==> src/rtl/video_types.sv <==
// Shared video timing types and default LCD geometry used by the graphics peripheral.
package video_types;

    typedef enum logic [1:0] {
        HBLANK = 2'd0,
        VBLANK = 2'd1,
        OAM    = 2'd2,
        XFER   = 2'd3
    } LcdMode;

    localparam int LCD_LINES     = 144;
    localparam int DOTS_PER_LINE = 456;
    localparam int OAM_DOTS      = 80;
    localparam int XFER_DOTS     = 172;
    localparam int TOTAL_LINES   = 154;

endpackage

==> src/rtl/lcd_stat_irq.sv <==
// STAT interrupt line: ORs the enabled sources and fires only on the line's rising edge,
// so a source that turns on while the line is already high does not re-trigger.
module lcd_stat_irq
    import video_types::*;
(
    input  logic       clk,
    input  logic       reset,
    input  logic       enable,
    input  LcdMode     mode,
    input  logic       coincidence,
    input  logic [3:0] stat_int_en,
    output logic       stat_irq
);

    logic stat_line;
    logic line_q;

    always_comb begin
        stat_line = enable & ((stat_int_en[0] & (mode == HBLANK)) |
                              (stat_int_en[1] & (mode == VBLANK)) |
                              (stat_int_en[2] & (mode == OAM))    |
                              (stat_int_en[3] & coincidence));
    end

    always_ff @(posedge clk) begin
        if (reset || !enable) begin
            line_q <= 1'b0;
        end else begin
            line_q <= stat_line;
        end
    end

    assign stat_irq = stat_line & ~line_q;

endmodule

==> src/rtl/lcd_timing_gen.sv <==
// Dot/line sequencer for the scanline renderer: LY counter, STAT mode, LYC compare,
// per-line drawline and per-frame render_reset pulses, VBlank and STAT interrupt requests.
module lcd_timing_gen
    import video_types::*;
#(
    parameter int CLK_PER_DOT   = 1,
    parameter int DOTS_PER_LINE = video_types::DOTS_PER_LINE,
    parameter int OAM_DOTS      = video_types::OAM_DOTS,
    parameter int XFER_DOTS     = video_types::XFER_DOTS,
    parameter int VISIBLE_LINES = LCD_LINES,
    parameter int TOTAL_LINES   = video_types::TOTAL_LINES
) (
    input  logic       clk,
    input  logic       reset,
    input  logic       lcd_enable,
    input  logic [7:0] lyc,
    input  logic [3:0] stat_int_en,
    output logic       drawline,
    output logic       render_reset,
    output logic [7:0] ly,
    output logic [1:0] mode,
    output logic       coincidence,
    output logic       vblank_irq,
    output logic       stat_irq
);

    localparam int              PS_W         = (CLK_PER_DOT > 1) ? $clog2(CLK_PER_DOT) : 1;
    localparam logic [PS_W-1:0] PS_LAST      = PS_W'(CLK_PER_DOT - 1);
    localparam logic [8:0]      LAST_DOT     = 9'(DOTS_PER_LINE - 1);
    localparam logic [8:0]      XFER_START   = 9'(OAM_DOTS);
    localparam logic [8:0]      HBLANK_START = 9'(OAM_DOTS + XFER_DOTS);
    localparam logic [7:0]      LAST_LY      = 8'(TOTAL_LINES - 1);
    localparam logic [7:0]      VBLANK_LY    = 8'(VISIBLE_LINES);

    logic            active;
    logic [PS_W-1:0] prescale;
    logic [PS_W-1:0] prescale_next;
    logic [8:0]      dot;
    logic [8:0]      dot_next;
    logic [7:0]      ly_next;
    logic            ps_wrap;
    LcdMode          mode_q;
    LcdMode          mode_next;

    // Next counter values; the mode is derived from where the counters land so that
    // mode, ly and coincidence all change on the same clock as the dot they describe.
    always_comb begin
        ps_wrap       = (prescale == PS_LAST);
        prescale_next = ps_wrap ? '0 : prescale + 1'b1;
        dot_next      = dot;
        ly_next       = ly;
        if (ps_wrap) begin
            if (dot == LAST_DOT) begin
                dot_next = '0;
                ly_next  = (ly == LAST_LY) ? 8'd0 : ly + 8'd1;
            end else begin
                dot_next = dot + 9'd1;
            end
        end
        if (ly_next >= VBLANK_LY) begin
            mode_next = VBLANK;
        end else if (dot_next < XFER_START) begin
            mode_next = OAM;
        end else if (dot_next < HBLANK_START) begin
            mode_next = XFER;
        end else begin
            mode_next = HBLANK;
        end
    end

    // The first enabled clock after idle is line 0 dot 0 in OAM scan with render_reset.
    always_ff @(posedge clk) begin
        if (reset || !lcd_enable) begin
            active       <= 1'b0;
            prescale     <= '0;
            dot          <= '0;
            ly           <= 8'd0;
            mode_q       <= HBLANK;
            drawline     <= 1'b0;
            render_reset <= 1'b0;
            vblank_irq   <= 1'b0;
            coincidence  <= (lyc == 8'd0);
        end else if (!active) begin
            active       <= 1'b1;
            prescale     <= '0;
            dot          <= '0;
            ly           <= 8'd0;
            mode_q       <= OAM;
            drawline     <= 1'b0;
            render_reset <= 1'b1;
            vblank_irq   <= 1'b0;
            coincidence  <= (lyc == 8'd0);
        end else begin
            prescale     <= prescale_next;
            dot          <= dot_next;
            ly           <= ly_next;
            mode_q       <= mode_next;
            coincidence  <= (ly_next == lyc);
            drawline     <= ps_wrap && (dot_next == XFER_START) && (ly_next < VBLANK_LY);
            render_reset <= ps_wrap && (dot_next == 9'd0) && (ly_next == 8'd0);
            vblank_irq   <= ps_wrap && (dot_next == 9'd0) && (ly_next == VBLANK_LY);
        end
    end

    assign mode = mode_q;

    lcd_stat_irq u_stat_irq (
        .clk         (clk),
        .reset       (reset),
        .enable      (active),
        .mode        (mode_q),
        .coincidence (coincidence),
        .stat_int_en (stat_int_en),
        .stat_irq    (stat_irq)
    );

endmodule

==> config.mk <==
export PLATFORM = sky130hd
export DESIGN_NAME = lcd_timing_gen
export DESIGN_NICKNAME = d
export VERILOG_FILES = /design/src/rtl/video_types.sv /design/src/rtl/lcd_stat_irq.sv /design/src/rtl/lcd_timing_gen.sv
export SDC_FILE = /design/constraint.sdc
export NUM_CORES = 1
export LEC_CHECK = 0
export BUFFER_PORTS_ARGS = -buffer_cell sky130_fd_sc_hd__buf_4
export CAP_MARGIN = 20
export CORE_UTILIZATION = 52
export CTS_BUF_LIST = sky130_fd_sc_hd__clkbuf_2
export DETAILED_ROUTE_END_ITERATION = 10
export PLACE_DENSITY = 0.74
export SYNTH_ARGS = -nofsm -noshare
export SYNTH_HDL_FRONTEND = slang
export SYNTH_SLANG_ARGS = --single-unit
export TNS_END_PERCENT = 100
==> constraint.sdc <==
create_clock -name clk -period 1.92 [get_ports clk]
set_input_delay 0.48 -clock clk [delete_from_list [all_inputs] [get_ports clk]]
set_output_delay 0.48 -clock clk [all_outputs]
set_load 0.1 [all_outputs]
# After elaboration in Yosys (flattened, before gate mapping)
# Index checks and enable logic that the tools add are counted.
# totals
ff_bits,26
latchBits,0
mem_bits_rw,0
rom_bits,0
in_bits,15
out_inout_bits,15
elab_cells,65
n_memories,0
# op_classes
add_sub_neg,3
n_mul,0
div_mod_pow,0
n_lt_le_gt_ge,4
n_eq_ne,7
shift,0
n_mux,13
bitwise,12
n_reduce_logical,15
# ops
op,n
$mux W8,3
$mux W9,2
$eq A8 B8 Y1 const B,2
$logic_not A8 Y1,2
$add A9 B1 Y9 const B,1
$eq A9 B7 Y1 const B,1
$eq A9 B9 Y1 const B,1
$logic_not A9 Y1,1
$lt A9 B7 Y1 const B,1
$lt A9 B8 Y1 const B,1
$add A8 B1 Y8 const B,1
$eq A8 B8 Y1,1
$ge A8 B8 Y1 const B,1
$lt A8 B8 Y1 const B,1
$mux W2,4
$and A1 B1 Y1,6
$logic_and A1 B1 Y1,5
$mux W1,4
$not A1 Y1,3
$or A1 B1 Y1,3
$reduce_or A3 Y1,1
$eq A2 B1 Y1 const B,1
$eq A2 B2 Y1 const B,1
$logic_not A1 Y1,2
other kinds (4),5

# Logic depth before layout (Yosys ltp)
# logic_depth
word_depth,8
ltp_mapped,10
depth_no_buf,9

# Cells and area by module
# Synthesis repeated with hierarchy kept, for this count alone.
# hier_totals
cells_unflattened,214
area_unflattened_um2,1689.1
# by_module_without_submodules
mod,n_inst,cells_each,area_per_inst_um2,seq_area_each_um2
lcd_timing_gen,1,207,1625.3,500.5
lcd_stat_irq,1,7,63.8,20.0

# Least setup slack after synthesis
# No wires, ideal clock.
# synth_path
path_kind,flip-flop to output port
start,"register mode_q[0], in the netlist mode[0]"
end,output port stat_irq
arrival_ps,2615
required_time_ps,1440
slack_ps,-1175
stages_incl_launch_ff,5
path_buffers,0
path_cell_list,dfxtp_1 mux2i_1 o21ai_0 nand2_1 nor2_1
# synth_between
elab_chain_cells,7
elab_cells_between_ends,11
classes_between,2 x eq/ne; 8 x bitwise; 1 x reduce/logical
# synth_lines
item,line,text
from (decl),lcd_timing_gen.sv:42,LcdMode mode_q;
from (signal assigned),lcd_timing_gen.sv:97,mode_q <= mode_next;
$eq A2 B1 Y1 / $logic_not A2 Y1 (equally long branches),"lcd_stat_irq.sv:20, lcd_stat_irq.sv:19",
$and A1 B1 Y1 (on tied branches),"lcd_stat_irq.sv:20, lcd_stat_irq.sv:19",
$or A1 B1 Y1,lcd_stat_irq.sv:19,stat_line = enable & ((stat_int_en[0] & (mode == HBLANK)) |
$or A1 B1 Y1 (*),lcd_stat_irq.sv:20,(stat_int_en[1] & (mode == VBLANK)) |
$or A1 B1 Y1 (*),lcd_stat_irq.sv:21,(stat_int_en[2] & (mode == OAM)) |
$and A1 B1 Y1 (*),lcd_stat_irq.sv:19,
$and A1 B1 Y1 (*),lcd_stat_irq.sv:33,assign stat_irq = stat_line & ~line_q;
to (decl),lcd_timing_gen.sv:24,output logic stat_irq
# Every way passes the cells marked *; elsewhere a longest branch is shown, timed or not.

# Final worst setup path
# layout_path
start,register dot[0]
end,register vblank_irq
# layout_between
elab_chain_cells,6
elab_cells_between_ends,10
classes_between,1 x add/sub; 2 x eq/ne; 4 x mux; 3 x reduce/logical
# layout_lines
item,line,text
from (decl),lcd_timing_gen.sv:38,logic [8:0] dot;
from (signal assigned),lcd_timing_gen.sv:95,dot <= dot_next;
$add A9 B1 Y9 / $eq A9 B9 Y1 (equally long branches),"lcd_timing_gen.sv:57, lcd_timing_gen.sv:53",
$mux W9,lcd_timing_gen.sv:53,if (dot == LAST_DOT) begin
$mux W9,lcd_timing_gen.sv:52,if (ps_wrap) begin
$logic_not A9 Y1,lcd_timing_gen.sv:101,vblank_irq <= ps_wrap && (dot_next == 9'd0) && (ly_next == VBLANK_LY);
$logic_and A1 B1 Y1,lcd_timing_gen.sv:101,
$logic_and A1 B1 Y1 (*),lcd_timing_gen.sv:101,
to (signal assigned),lcd_timing_gen.sv:101,
to (decl),lcd_timing_gen.sv:23,"output logic vblank_irq,"
# Marks and branches as above.
# A chain may end at the register's enable or synchronous reset.

==> impl_metrics.csv <==
group,metric,value,unit
run_status,status,"finished, violations left",
run_status,violations,"setup timing",
flow_run,maxCapViolCount,0,
cts,cts_made_buffers,3,
final_layout,commonest_cells_after_routing_fill_and_taps_aside,"buf_4, nand2_1, nor2_1",
pwr,standby_leakage_power,1.150,nW
routing,met1Wirelength,2651,um
sta,slew_violations,0,
worst_setup_path,path_class,"reg2reg",
routing,drt-vias-per-instance,6.557,
die,fp.coreArea,3153,um2
die,die_area,3677,um2
cts,clk_pin_slew,0.26,ns
logic_synthesis,yosys_warnings,0,
cts,cts_max_path_buffers,2,
logic_synthesis,synth_cells,221,
routing,route.detailed.drc,0,
routing,route.final.wire_length,7263,um
routing,met3_length,810,um
logic_synthesis,synth_edf_count,0,
worst_setup_path,timing.critical_path.slowest_stage_cell,"dfxtp_2",
worst_setup_path,timing.critical_path.fanout_max,5,
placement,placed_insts,329,
placement,dp_slack,-0.1795,ns
sta,final_hold_viols,0,
die,horiz_die_dim,60.64,um
worst_hold_path,hold_path_class,"in2reg",
sta,highest_achievable_clock_rate,0.4645,GHz
cts,clk_tree_root_cell,"clkbuf_2",
pwr,p_per_area,371.4,nW/um2
final_layout,final_layout_size_suffix_gt1_share,49.67,%
die,placementRows,20,
final_layout,area_grow_syn2layout,55.91,%
global_routing,grt-ovfl-total,0,
worst_setup_path,arrival,2.52,ns
logic_synthesis,synth_async_sr_flop_share,0,%
die,die_height,60.64,um
worst_setup_path,rr_worst_depth,10,
placement,io_buffer_count,29,
worst_hold_path,min_path_cells,2,
sta,layout_min_cycle_time,2.153,ns
logic_synthesis,synth.lib_cells_used.distinct,54,
global_routing,grt_first_pass_wirelength,9080,um
routing,drt_iter0_drc,273,
placement,placedInstanceArea,2441,um2
routing,top_signal_layer_used,"met4",
sta,totalNegativeSetupSlack,-0.8352,ns
global_routing,gr-usage-all-layers,34.49,%
logic_synthesis,yosys_most_used_dff,"dfxtp_1",
routing,detail-route-antenna-nets,0,
die,num_io_pins,30,
worst_setup_path,worst_r2r_startpoint,"dot[0]$_SDFF_PP0_",
logic_synthesis,synth_area_leaders,"dfxtp_1, xnor2_1, a21oi_1",
sta,finalSetupViolations,6,
logic_synthesis,syn-mean-instance-area,8.090,um2
final_layout,insertedDiodeCount,0,
worst_hold_path,hold_path.startpoint,"reset",
sta,layout_worst_path_cycle_share,112.1,%
global_routing,antenna_found_initial,0,
final_layout,finalInstanceArea,2788,um2
worst_hold_path,worst_hold_path.endpoint,"u_stat_irq.line_q$_SDFF_PP0_",
routing,detailroute.via_count,2295,
final_layout,instances_no_fill,350,
sta,rsz0062_at_grt,"true",
logic_synthesis,yosysTopAreaCellShare,29.11,%
global_routing,first_global_vias,1950,
routing,route.met2.wl,3381,um
cts,cts_max_level,1,
pwr,total_power,1.035,mW
worst_setup_path,critical_path_required,2.29,ns
global_routing,maximum_number_of_pins_on_one_net_before_global_route_repair,21,
worst_setup_path,cp_slowest_stage_delay,0.43,ns
final_layout,final_common_cell,"buf_4",
die,starting_utilization_of_the_core_area,56.71,%
logic_synthesis,yosys.area.top_type,"dfxtp_1",
final_layout,layout.nets,326,
worst_setup_path,crit_path_cell_trace,"ha_4, and4bb_2, and3_4, buf_8, buf_4, nor2_1, o21ai_0, and3_1, nand2_1, and4bb_1",
cts,cts_num_sinks,26,
logic_synthesis,synth_fp_nets,240,
sta,post-route-worst-setup-slack,-0.2330,ns
pwr,peakVddDrop,0.0004023,V
sta,clock_skew,0.01418,ns
worst_setup_path,setup.worst_path.start_class,"flip-flop",
cts,tritoncts,"yes",
placement,place.detailed.hpwl,3763,um
worst_setup_path,r2r_setup_slack,-0.23,ns
routing,drt_pass1_iterations,8,
routing,drt-wirelength-per-cell,20.75,um
logic_synthesis,yosysSeqAreaShare,29.11,%
worst_setup_path,crit-reg2reg-capture,"vblank_irq$_SDFF_PP0_",
placement,gp_congestion,0.8779,
cts,clkLatencyLatePin,0.41,ns
logic_synthesis,synth.cell_area,1788,um2
logic_synthesis,ys_seq_elements,26,
worst_setup_path,cp-end-kind,"flip-flop",
## how the worst max path moves through the flow
stage                           start               endpoint  slack, ns
floorplan            ly[0]$_SDFF_PP0_    coincidence$_DFF_P_      -0.16
global placement    dot[0]$_SDFF_PP0_    coincidence$_DFF_P_      -0.14
detailed placement  dot[0]$_SDFF_PP0_    coincidence$_DFF_P_      -0.18
CTS                 dot[0]$_SDFF_PP0_    coincidence$_DFF_P_      -0.10
global route         ly[1]$_SDFF_PP0_  vblank_irq$_SDFF_PP0_      -0.29
finish              dot[0]$_SDFF_PP0_  vblank_irq$_SDFF_PP0_      -0.23
## state kept, by name, summed over array words and instances (netlist names)
register           count
render_reset           1
active                 1
ly                     8
u_stat_irq.line_q      1
prescale               1
vblank_irq             1
coincidence            1
drawline               1
dot                    9
mode                   2
## synth_stat cells, types with 4 or more instances
library cell   n
dfxtp_1       26
nand4b_1       5
nand3_1        4
nor3_1        14
clkbuf_1       4
o21ai_1        4
nor4_1         4
a21oi_1       17
xnor2_1       11
nor2b_1        7
and3_1         7
nand2_1       16
inv_1          5
nor3b_1        4
o21ai_0        6
xor2_1         7
nor2_1        17
buf_2          4
ha_1           4
## kinds of logic (layout without fill, tap and decap cells)
kind of cell,count (synthesis),in the layout,synth area share (%)
flops,26,26,29.11
simple gates,100,100,33.87
fa+ha+maj,4,4,2.799
buf+inv,19,104,5.738
compound gates,50,50,17.77
other cells,1,1,0.2097
mux,3,3,1.680
xor+xnor,18,18,8.817
## power by group
| group | leakage, nW | internal, mW | switching [mW] |
|---|---|---|---|
| clock | 0.0266 | 0.179 | 0.193 |
| sequential | 0.219 | 0.539 | 0.00479 |
| combinational | 0.904 | 0.0526 | 0.0679 |
| total | 1.15 | 0.770 | 0.265 |
## worst max-delay path: cells and delay by family, from the launching register on
kind | cells | cell delay [ns]
AND/OR/NAND/NOR | 6 | 1.10
flip-flops | 1 | 0.43
adder cells (fa/ha/maj) | 1 | 0.15
buffers and inverters | 2 | 0.26
AO/OA/AOI/OAI | 1 | 0.20
## per-layer routing
layer | global-route usage, % | up-vias
li1 | - | 975
met5 | 0 | -
met2 | 55.89 | 205
met3 | 6.183 | 64
met4 | 17.86 | 0
met1 | 43.91 | 1051
## metrics by stage
stage | utilization [%] | hold WS [ns]
final | 88.41 | 0.1962
after CTS | 83.85 | 0.2105
after global routing | 88.41 | 0.1956
after global placement | 77.42 | 0.4682
after detailed placement | 77.42 | 0.4805
after floorplan | - | 0.4473
## cell type report
type	instances	area (um2)
Clock inverter	1	30.03
Fill cell	158	365.4
Timing Repair Buffer	95	767.0
Clock buffer	3	15.01
Inverter	5	21.27
Tap cell	44	55.05
Sequential cell	26	553.0
Multi-Input combinational cell	176	1346
## repair_timing
item                       CTS  global route
resized for setup           24            23
hold buffers                 0             0
gates cloned                 1             0
setup endpoints to repair    8            10
pin swaps                   10            18
buffers inserted             8             8
Note: power is estimated with default switching activity, not from simulation.
